## src/rtl/sync_edge_filter.sv

```systemverilog
// sync_edge_filter: debounces a synchronized level, emits edge pulses, buffers one edge event, counts edges.
//   rd_clk     - sole clock, rising edge
//   rd_reset   - asynchronous active-low reset
//   sync_in    - level already synchronized into rd_clk
//   evt_ready  - downstream accepts the buffered event
//   clr_in     - synchronous clear of evt_count and evt_drop
//   filt_level - debounced level
//   rise_pulse - one-cycle pulse on a qualified 0->1
//   fall_pulse - one-cycle pulse on a qualified 1->0
//   evt_valid  - buffer holds an unconsumed event
//   evt_rise   - buffered event type (1 = rise), meaningful with evt_valid
//   evt_count  - saturating count of qualified edges
//   evt_drop   - sticky: an event was lost to a full buffer
module sync_edge_filter #(
   parameter int STABLE_CYCLES = 3,
   parameter int CNT_W         = 8
) (
   input  logic             rd_clk,
   input  logic             rd_reset,
   input  logic             sync_in,
   input  logic             evt_ready,
   input  logic             clr_in,
   output logic             filt_level,
   output logic             rise_pulse,
   output logic             fall_pulse,
   output logic             evt_valid,
   output logic             evt_rise,
   output logic [CNT_W-1:0] evt_count,
   output logic             evt_drop
);
   typedef enum logic [1:0] {LOW, RISE_QUAL, HIGH, FALL_QUAL} state_t;
   localparam logic [3:0] Q_LAST = 4'(STABLE_CYCLES - 1);
   state_t           r_state, w_state_nxt;
   logic [3:0]       r_q_cnt, w_q_nxt;
   logic             w_rise, w_fall, w_evt, w_load, w_lost;
   logic             r_rise, r_fall, r_evt_valid, r_evt_rise, r_drop;
   logic [CNT_W-1:0] r_count;
   always_comb begin
      w_state_nxt = r_state;
      w_q_nxt     = r_q_cnt;
      w_rise      = 1'b0;
      w_fall      = 1'b0;
      case (r_state)
         LOW:
            if (sync_in) begin
               if (STABLE_CYCLES == 1) begin
                  w_state_nxt = HIGH;
                  w_rise      = 1'b1;
               end else begin
                  w_state_nxt = RISE_QUAL;
                  w_q_nxt     = 4'd1;
               end
            end
         RISE_QUAL:
            if (!sync_in) begin
               w_state_nxt = LOW;
               w_q_nxt     = 4'd0;
            end else if (r_q_cnt == Q_LAST) begin
               w_state_nxt = HIGH;
               w_q_nxt     = 4'd0;
               w_rise      = 1'b1;
            end else
               w_q_nxt = r_q_cnt + 4'd1;
         HIGH:
            if (!sync_in) begin
               if (STABLE_CYCLES == 1) begin
                  w_state_nxt = LOW;
                  w_fall      = 1'b1;
               end else begin
                  w_state_nxt = FALL_QUAL;
                  w_q_nxt     = 4'd1;
               end
            end
         FALL_QUAL:
            if (sync_in) begin
               w_state_nxt = HIGH;
               w_q_nxt     = 4'd0;
            end else if (r_q_cnt == Q_LAST) begin
               w_state_nxt = LOW;
               w_q_nxt     = 4'd0;
               w_fall      = 1'b1;
            end else
               w_q_nxt = r_q_cnt + 4'd1;
      endcase
   end
   // A pop in the same cycle frees the slot, so the new event still loads.
   assign w_evt  = w_rise | w_fall;
   assign w_load = w_evt & (~r_evt_valid | evt_ready);
   assign w_lost = w_evt & r_evt_valid & ~evt_ready;
   always_ff @(posedge rd_clk or negedge rd_reset) begin
      if (!rd_reset) begin
         r_state     <= LOW;
         r_q_cnt     <= 4'd0;
         r_rise      <= 1'b0;
         r_fall      <= 1'b0;
         r_evt_valid <= 1'b0;
         r_evt_rise  <= 1'b0;
         r_count     <= '0;
         r_drop      <= 1'b0;
      end else begin
         r_state     <= w_state_nxt;
         r_q_cnt     <= w_q_nxt;
         r_rise      <= w_rise;
         r_fall      <= w_fall;
         r_evt_valid <= w_load | (r_evt_valid & ~evt_ready);
         r_evt_rise  <= w_load ? w_rise : r_evt_rise;
         r_count     <= clr_in ? '0 : (w_evt && r_count != '1) ? r_count + 1'b1 : r_count;
         r_drop      <= clr_in ? 1'b0 : r_drop | w_lost;
      end
   end
   assign filt_level = (r_state == HIGH) || (r_state == FALL_QUAL);
   assign rise_pulse = r_rise;
   assign fall_pulse = r_fall;
   assign evt_valid  = r_evt_valid;
   assign evt_rise   = r_evt_rise;
   assign evt_count  = r_count;
   assign evt_drop   = r_drop;
endmodule
```

## config.mk

```make
export PLATFORM = sky130hd
export DESIGN_NAME = sync_edge_filter
export DESIGN_NICKNAME = d
export VERILOG_FILES = /design/src/rtl/sync_edge_filter.sv
export SDC_FILE = /design/constraint.sdc
export NUM_CORES = 1
export LEC_CHECK = 0
export CAP_MARGIN = 20
export CORE_MARGIN = 8
export CORE_UTILIZATION = 49
export DETAILED_ROUTE_END_ITERATION = 10
export PLACE_DENSITY = 0.78
export SYNTH_ARGS = -nofsm -noshare
export SYNTH_HDL_FRONTEND = slang
export SYNTH_SLANG_ARGS = --single-unit
export TNS_END_PERCENT = 20
```

## constraint.sdc

```tcl
create_clock -name rd_clk -period 2.7 [get_ports rd_clk]
set_input_delay 0.27 -clock rd_clk [delete_from_list [all_inputs] [get_ports rd_clk]]
set_output_delay 0.27 -clock rd_clk [all_outputs]
set_load 0.01 [all_outputs]
```

==> results by stage, run 1 <==
Layout:
- The final net count is approximately 120.
- In the layout the commonest cells are sky130_fd_sc_hd__dfrtp_1, sky130_fd_sc_hd__clkdlybuf4s50_1, sky130_fd_sc_hd__nand2_1.
- Leaving out fill and tap cells, the most frequent cell in the layout is sky130_fd_sc_hd__dfrtp_1.
- The sequential cells in the finished layout cover a total of 475 sq um.
- Summing all multi-input logic gate instances after layout gives approximately 460 sq um.
- The antenna cell count is 0.
- The fraction of layout cells with a size suffix above 1 is under 10%.
- From synthesis to final layout, the design area changed by 23.4%.
- The layout has ~170 filler cells.

CTS:
- Buffers added to address setup during post-CTS repair amount to 0.
- The longest clock path from root to sink contains 2 buffers.
- The number of buffers created by CTS is 3.
- The root buffer cell chosen for the clock tree is sky130_fd_sc_hd__clkbuf_4.
- Buffers inserted to repair hold after CTS numbered 0.
- The clock tree from TritonCTS is built.
- The total of cells resized after clock tree synthesis is 0.
- The clock sink count is 19.
- The clock insertion delay at the later pin of the skew report is ~300 ps.
- After clock tree synthesis, the clock-pin slew on the worst setup and hold paths is 120 ps.
- In this run the number of H-tree levels came out at 1.

Timing:
- The tightest slew margin relative to the limit is ~43%.
- The final setup TNS is 0 ps.
- Between clock sinks in the finished design, the worst skew comes to 6.43 ps.
- Setup violations remaining at the end of the flow were counted as 0.
- The final-layout worst hold slack is 444 ps.
- The post-route minimum period is ~2100 ps.
- The maximum clock frequency is 0.481 GHz.
- The hold violation total from the final report was 0.
- Setup repair after global routing left no endpoint under its margin.
- The final critical path takes up between 70% and 80% of the cycle.
- The number of pins exceeding their max-slew limit in the final report is 0.
- At the pin with the least slew margin, the transition time is 852 ps.

GRT:
- The number of global-route vias before repair was approximately 780.
- The combined global-route utilization of all metal layers is 11.9%.
- The wire length of the first global-routing pass is approximately 3400 um.
- The initial antenna violation count is 0.
- The total grt overflow is 0.
- Entering global routing, the biggest net connects 20 pins.

Place:
- In this run the tool buffered the top-level ports with 18 buffer cells.
- The final estimated routing congestion in global placement is 0.738.
- The final HPWL from detailed placement is 1470 um.

Die:
- From left edge to right edge, the die measures 60.2 um.
- The die is around 60 um tall.
- After floorplanning, the core was divided into 16 placement rows.
- The die covers around 3600 sq um.
- The count of boundary I/O pins is 19.
- For this configuration, the core starts out at a cell density of between 50% and 60%.
- The placeable core region is ~1900 sq um.

Yosys:
- The sequential cell area fraction in the yosys report is between 40% and 50%.
- In this run, synthesis produced a sequential element count of 19.
- Synthesis produced a netlist whose cell count is 92.
- The net count after synthesis is 100.
- The count of cell types in the netlist is 31.
- The synthesized design contains 0 enable-type register cells.
- The post-synthesis area per instance is about 10 sq um.
- Counting flops with an async set or reset pin after synthesis yields a share of 100%.
- The post-synth design cell area is ~960 sq um.
- Yosys printed 0 warnings.
- The commonest register cell after synthesis is sky130_fd_sc_hd__dfrtp_1.

Routing:
- Summed over all nets, wire length on met2 after detailed routing comes to 955 um.
- The count of nets left with antenna violations once routing finished came out at 0.
- The detailed router placed 775 vias in this run.
- The final wirelength is 2000 um.
- After the first detailed-routing iteration, the DRC count stood at 13.
- The detailed-route vias per instance is about 5.7.
- The highest metal layer with signal wires is met4.
- Before antenna repair, the detailed router went through 5 iterations.
- The post-route DRC violation count is 0.
- The routed metal-1 wirelength is about 900 um.
- The per-cell routed wire length is 14.6 um.
- In the detailed route, the total length drawn on met3 is roughly 150 um.

Run:
- The number of violations of the max-capacitance limit is 0.

Worst setup path:
- The worst-path maximum fanout is 6.
- The data arrival time of the critical path is 2310 ps.
- At the worst endpoint, the required time is 2930 ps.
- STA classifies the critical path endpoint as a flip-flop.
- The type of the worst setup path is reg -> reg.
- The worst setup path is launched from a flip-flop.

Power and ir drop:
- The worst-case vdd ir drop is around 0.00038 V.
- The power per unit of standard cell area is ~630 nW/um^2.
- The standby leakage power is between 0.4 and 0.5 nW.

Outcome:
- The flow ran to the end, and the final reports show no timing, DRC or antenna violations.

Worst hold path:
- The type of the worst min-delay path is in -> async.
-- synthesized netlist by cell type, types with 3 or more instances --
cell / instances / share of area, %
sky130_fd_sc_hd__dfrtp_1: 19 / 50
sky130_fd_sc_hd__nand2_1: 11 / 4.3
sky130_fd_sc_hd__nor2_1: 8 / 3.1
sky130_fd_sc_hd__o21ai_0: 6 / 3.1
sky130_fd_sc_hd__a21oi_1: 4 / 2.1
sky130_fd_sc_hd__nand3_1: 4 / 2.1
sky130_fd_sc_hd__xor2_1: 4 / 3.7
sky130_fd_sc_hd__ha_1: 3 / 3.9
sky130_fd_sc_hd__mux2i_1: 3 / 3.1
sky130_fd_sc_hd__or3_1: 3 / 2.0
-- metrics by stage --
stage	setup WS (ps)	utilization (%)	cell area [sq um]	total power, mW	std cells
after floorplan	784	-	956	0.530	92
after global placement	520	60.5	1150	0.586	133
after detailed placement	458	60.5	1150	0.593	133
after CTS	627	62.0	1180	0.746	137
after global routing	558	62.0	1180	0.785	137
final	619	62.0	1180	0.738	137
-- report_power, final --
| part | internal (mW) | switching, mW | leakage [nW] | total, mW |
|---|---|---|---|---|
| logic | 0.0987 | 0.108 | 0.212 | 0.207 |
| clock network | 0.0562 | 0.0921 | 0.0139 | 0.148 |
| registers | 0.322 | 0.0603 | 0.252 | 0.383 |
-- logic make-up (layout without fill, tap and decap cells) --
kind of cell	Yosys count	count (layout)	share of synthesized area [%]
flops	19	19	49.7
mux	3	3	3.14
simple gates	38	38	23.3
compound gates	19	19	12.0
fa+ha+maj	3	3	3.93
xor+xnor	5	5	5.37
buf+inv	5	23	2.49
-- final cells by class --
cell class,count,share of cell area [%]
clock inverters,1,0.636
clock buffers,3,1.91
well taps,27,2.86
multi-input cells,68,38.7
repair buffers,18,15.3
flip-flops and latches,19,40.3
inverters,1,0.318
-- registers in the layout (all words and copies together) (netlist names), named ones only --
| signal | flops |
|---|---|
| evt_count | 8 |
| evt_drop | 1 |
| evt_rise | 1 |
| evt_valid | 1 |
| fall_pulse | 1 |
| r_q_cnt | 4 |
| r_state | 1 |
| rise_pulse | 1 |
-- routing by layer --
layer | vias up | GRT usage (%)
li1 | 364 | -
met1 | 389 | 13.1
met2 | 20 | 20.7
met3 | 2 | 4.52
met4 | 0 | 3.40
met5 | - | 0
-- final timing paths --
kind / slack, ps / start / cells after the start / endpoint
setup / recovery: 620 / r_q_cnt[0] / 6 / evt_count[7]
hold / removal: 440 / rd_reset / 1 / asynchronous set/reset pin
setup reg to reg: 620 / r_q_cnt[0] / 6 / evt_count[7]
hold reg to reg: 530 / evt_drop / 2 / evt_drop
max in group asynchronous: 1730 / rd_reset / 1 / evt_count[4]
min in group rd_clk: 530 / evt_drop / 2 / evt_drop
-- worst max-delay path: stages (launching register included) --
cell	delay, ps
sky130_fd_sc_hd__dfrtp_1	430
sky130_fd_sc_hd__inv_1	90
sky130_fd_sc_hd__ha_1	230
sky130_fd_sc_hd__nand4bb_4	170
sky130_fd_sc_hd__or4b_4	600
sky130_fd_sc_hd__or3_1	360
sky130_fd_sc_hd__a21oi_1	140
(Power assumes the default switching activity.)
==> run 2, diff against run 1 <==
- clock period: 2.7 -> 1.99 ns (I/O delays scaled with it)
==> results by stage, run 2 (synthesized netlist as in run 1, its figures left out) <==
Place:
- The count of port buffers added during placement is 18 (unchanged).
- The final estimated routing congestion in global placement is 0.799 (+8.2%).
- The final HPWL from detailed placement is 1540 um (+4.6%).

Run:
- The number of violations of the max-capacitance limit came to 0 (unchanged).

CTS:
- The clock sink count is 19 (unchanged).
- The number of buffers created by CTS is 3 (unchanged).
- The number of buffers on the longest clock path was 2 (unchanged).
- TritonCTS built the clock tree.
- The clock insertion delay at the later pin of the skew report is 290 ps (about the same).
- The number of hold buffers added after CTS is 0 (unchanged).
- The clock-pin transition on the worst setup and hold timing paths is 100 ps (-20 ps).
- The depth of the CTS H-tree is 1 (unchanged).
- The buffer type at the clock tree root is sky130_fd_sc_hd__clkbuf_4.

Routing:
- The number of vias in the routed layout is 802 (+3.5%).
- The post-route DRC violation count came to 0 (unchanged).
- The DRC violation total after the first TritonRoute iteration was 16 (+3).
- The detailed-routing iteration count for the pre-antenna-repair pass was 4 (-1).
- The per-cell routed wire length is 14.3 um (-2.3%).
- The final wirelength is 2120 um (+5.6%).
- The detailed-route vias per instance is 5.42 (-4.2%).
- The remaining antenna violation count came to 0 (unchanged).

Worst setup path:
- The setup path with the least slack is of type reg -> reg.
- The data arrival time of the critical path came to 2130 ps (-180 ps).
- Grouping stages by cell kind, the critical path spends the most delay in simple AND/OR/NAND/NOR gates.
- Traced cell by cell, the critical path runs through inv_2 -> ha_4 -> nand4bb_4 -> or4b_4 -> or3_1 -> a21oi_1.
- The element type at the critical path end is a flip-flop.
- The count of buffering cells on the critical path with inverters included is 1 (unchanged).
- The largest stage delay on the critical path is 580 ps (-20 ps).
- The worst-path maximum fanout is 6 (unchanged).
- STA classifies the critical path startpoint as a flip-flop.
- The slowest cell on the critical path is sky130_fd_sc_hd__or4b_4.
- The required arrival time at the worst endpoint is 2210 ps (-720 ps).

GRT:
- The total grt overflow is 0 (unchanged).
- The initial antenna violation count is 0 (unchanged).
- The met2 track utilization from global routing was 19.1% (-1.7 points).
- The maximum number of pins on one net before global-route repair is 20 (unchanged).
- The wire length of the first global-routing pass is 3510 um (+3.5%).
- The combined global-route utilization of all metal layers is 12.5% (+0.56 points).
- The met1 track demand over resource in global routing is 15.5% (+2.5 points).
- met2 is the most crowded layer.
- The number of global-route vias before repair is 761 (-2.9%).
- The global-route met3 utilization was 3.66% (-0.86 points).

Timing:
- The share of the cycle needed by the critical path after routing is 95.8% (+19 points).
- The final setup TNS is 0 ps (unchanged).
- The slew at the pin closest to its max-slew limit is 369 ps (-483 ps).
- The post-route clock skew is 2.43 ps (-4.01 ps).
- The final-layout worst hold slack is 222 ps (-222 ps).
- The hold violation total from the final report is 0 (unchanged).
- Setup repair after global routing left no endpoint under its margin.
- The number of pins exceeding their max-slew limit in the final report is 0 (unchanged).
- The count of endpoints failing setup in the final report is 0 (unchanged).
- The maximum clock frequency is 0.524 GHz (+9.1%).
- The post-route minimum period was 1910 ps (-174 ps).
- The tightest slew margin relative to the limit is 75.3% (+32 points).

Die:
- The height of the chip is 60.2 um (unchanged).
- The number of core rows is 16 (unchanged).
- The initial core utilization is 50.3% (unchanged).
- The die boundary width was 60.2 um (unchanged).
- The area enclosed by the die boundary is 3620 sq um (unchanged).
- The placeable core region came to 1900 sq um (unchanged).
- The count of boundary I/O pins is 19 (unchanged).

Layout:
- The number of flip-flops under the largest register name is 8 (unchanged).
- The library cells used most frequently in the layout, excluding fill and tap cells, are sky130_fd_sc_hd__dfrtp_1, sky130_fd_sc_hd__clkdlybuf4s50_1, sky130_fd_sc_hd__nand2_1, sky130_fd_sc_hd__buf_4, sky130_fd_sc_hd__nor2_1.
- The final net count is 130 (+9.2%).
- The antenna cell count is 0 (unchanged).
- The fraction of layout cells with a size suffix above 1 is 16.5% (+9.3 points).
- The fill cell total of the finished layout came to 155 (-9.9%).
- The area growth from synthesis to layout is 33.0%.
- Leaving out fill and tap cells, the most frequent cell in the layout is sky130_fd_sc_hd__dfrtp_1.

Power and ir drop:
- The power per unit of standard cell area is 851 nW/um^2 (+36%).
- The standby leakage power came to 0.528 nW (+11%).
- The worst-case vdd ir drop is 0.000508 V (+35%).

Worst hold path:
- The tightest min-delay check is of the in -> async type.

Outcome:
- The run finished with clean final reports.
[run 2: metal layers]
layer	vias to the layer above	wire length, um
li1	389	-
met1	388	993
met2	21	950
met3	4	140
met4	0	30
met5	-	0
[run 2: area by class of cell]
type / instances / area [sq um] / share of cell area [%]
clock buffer: 4 / 26.3 / 2.07
inverter: 1 / 3.75 / 0.295
multi-input combinational: 68 / 469 / 36.9
sequential: 19 / 475 / 37.4
tap: 27 / 33.8 / 2.66
timing repair buffer: 29 / 263 / 20.7
[run 2: power by group]
part / internal (mW) / switching, mW
logic: 0.204 / 0.186
clock network: 0.0780 / 0.112
registers: 0.438 / 0.0652
[run 2: worst paths after layout]
check | start | to | slack, ps | depth (start not counted)
max | r_q_cnt[0] | evt_count[7] | 80 | 6
min | rd_reset | asynchronous set/reset pin | 220 | 2
max reg2reg | r_q_cnt[0] | evt_count[7] | 80 | 6
min reg2reg | evt_drop | evt_drop | 530 | 2
max in group asynchronous | rd_reset | evt_drop | 1560 | 2
min in group rd_clk | evt_drop | evt_drop | 530 | 2
[run 2: per-stage QoR]
| step | utilization (%) | cells | setup WS (ps) | power, mW | cell area [sq um] |
|---|---|---|---|---|---|
| CTS | 66.2 | 148 | 15.7 | 1.07 | 1260 |
| global route | 66.8 | 148 | 8.85 | 1.16 | 1270 |
| finish | 66.8 | 148 | 82.6 | 1.08 | 1270 |
| global placement | 64.8 | 144 | 63.6 | 0.868 | 1230 |
| detailed placement | 64.8 | 144 | 22.5 | 0.880 | 1230 |
| floorplan | - | 92 | 74.3 | 0.719 | 956 |
[run 2: repair_timing]
item / in CTS / in global routing
hold endpoints to repair: 0 / 0
endpoints found under the setup margin: 0 / 3
buffers inserted: 0 / 0
resized for setup: 0 / 3
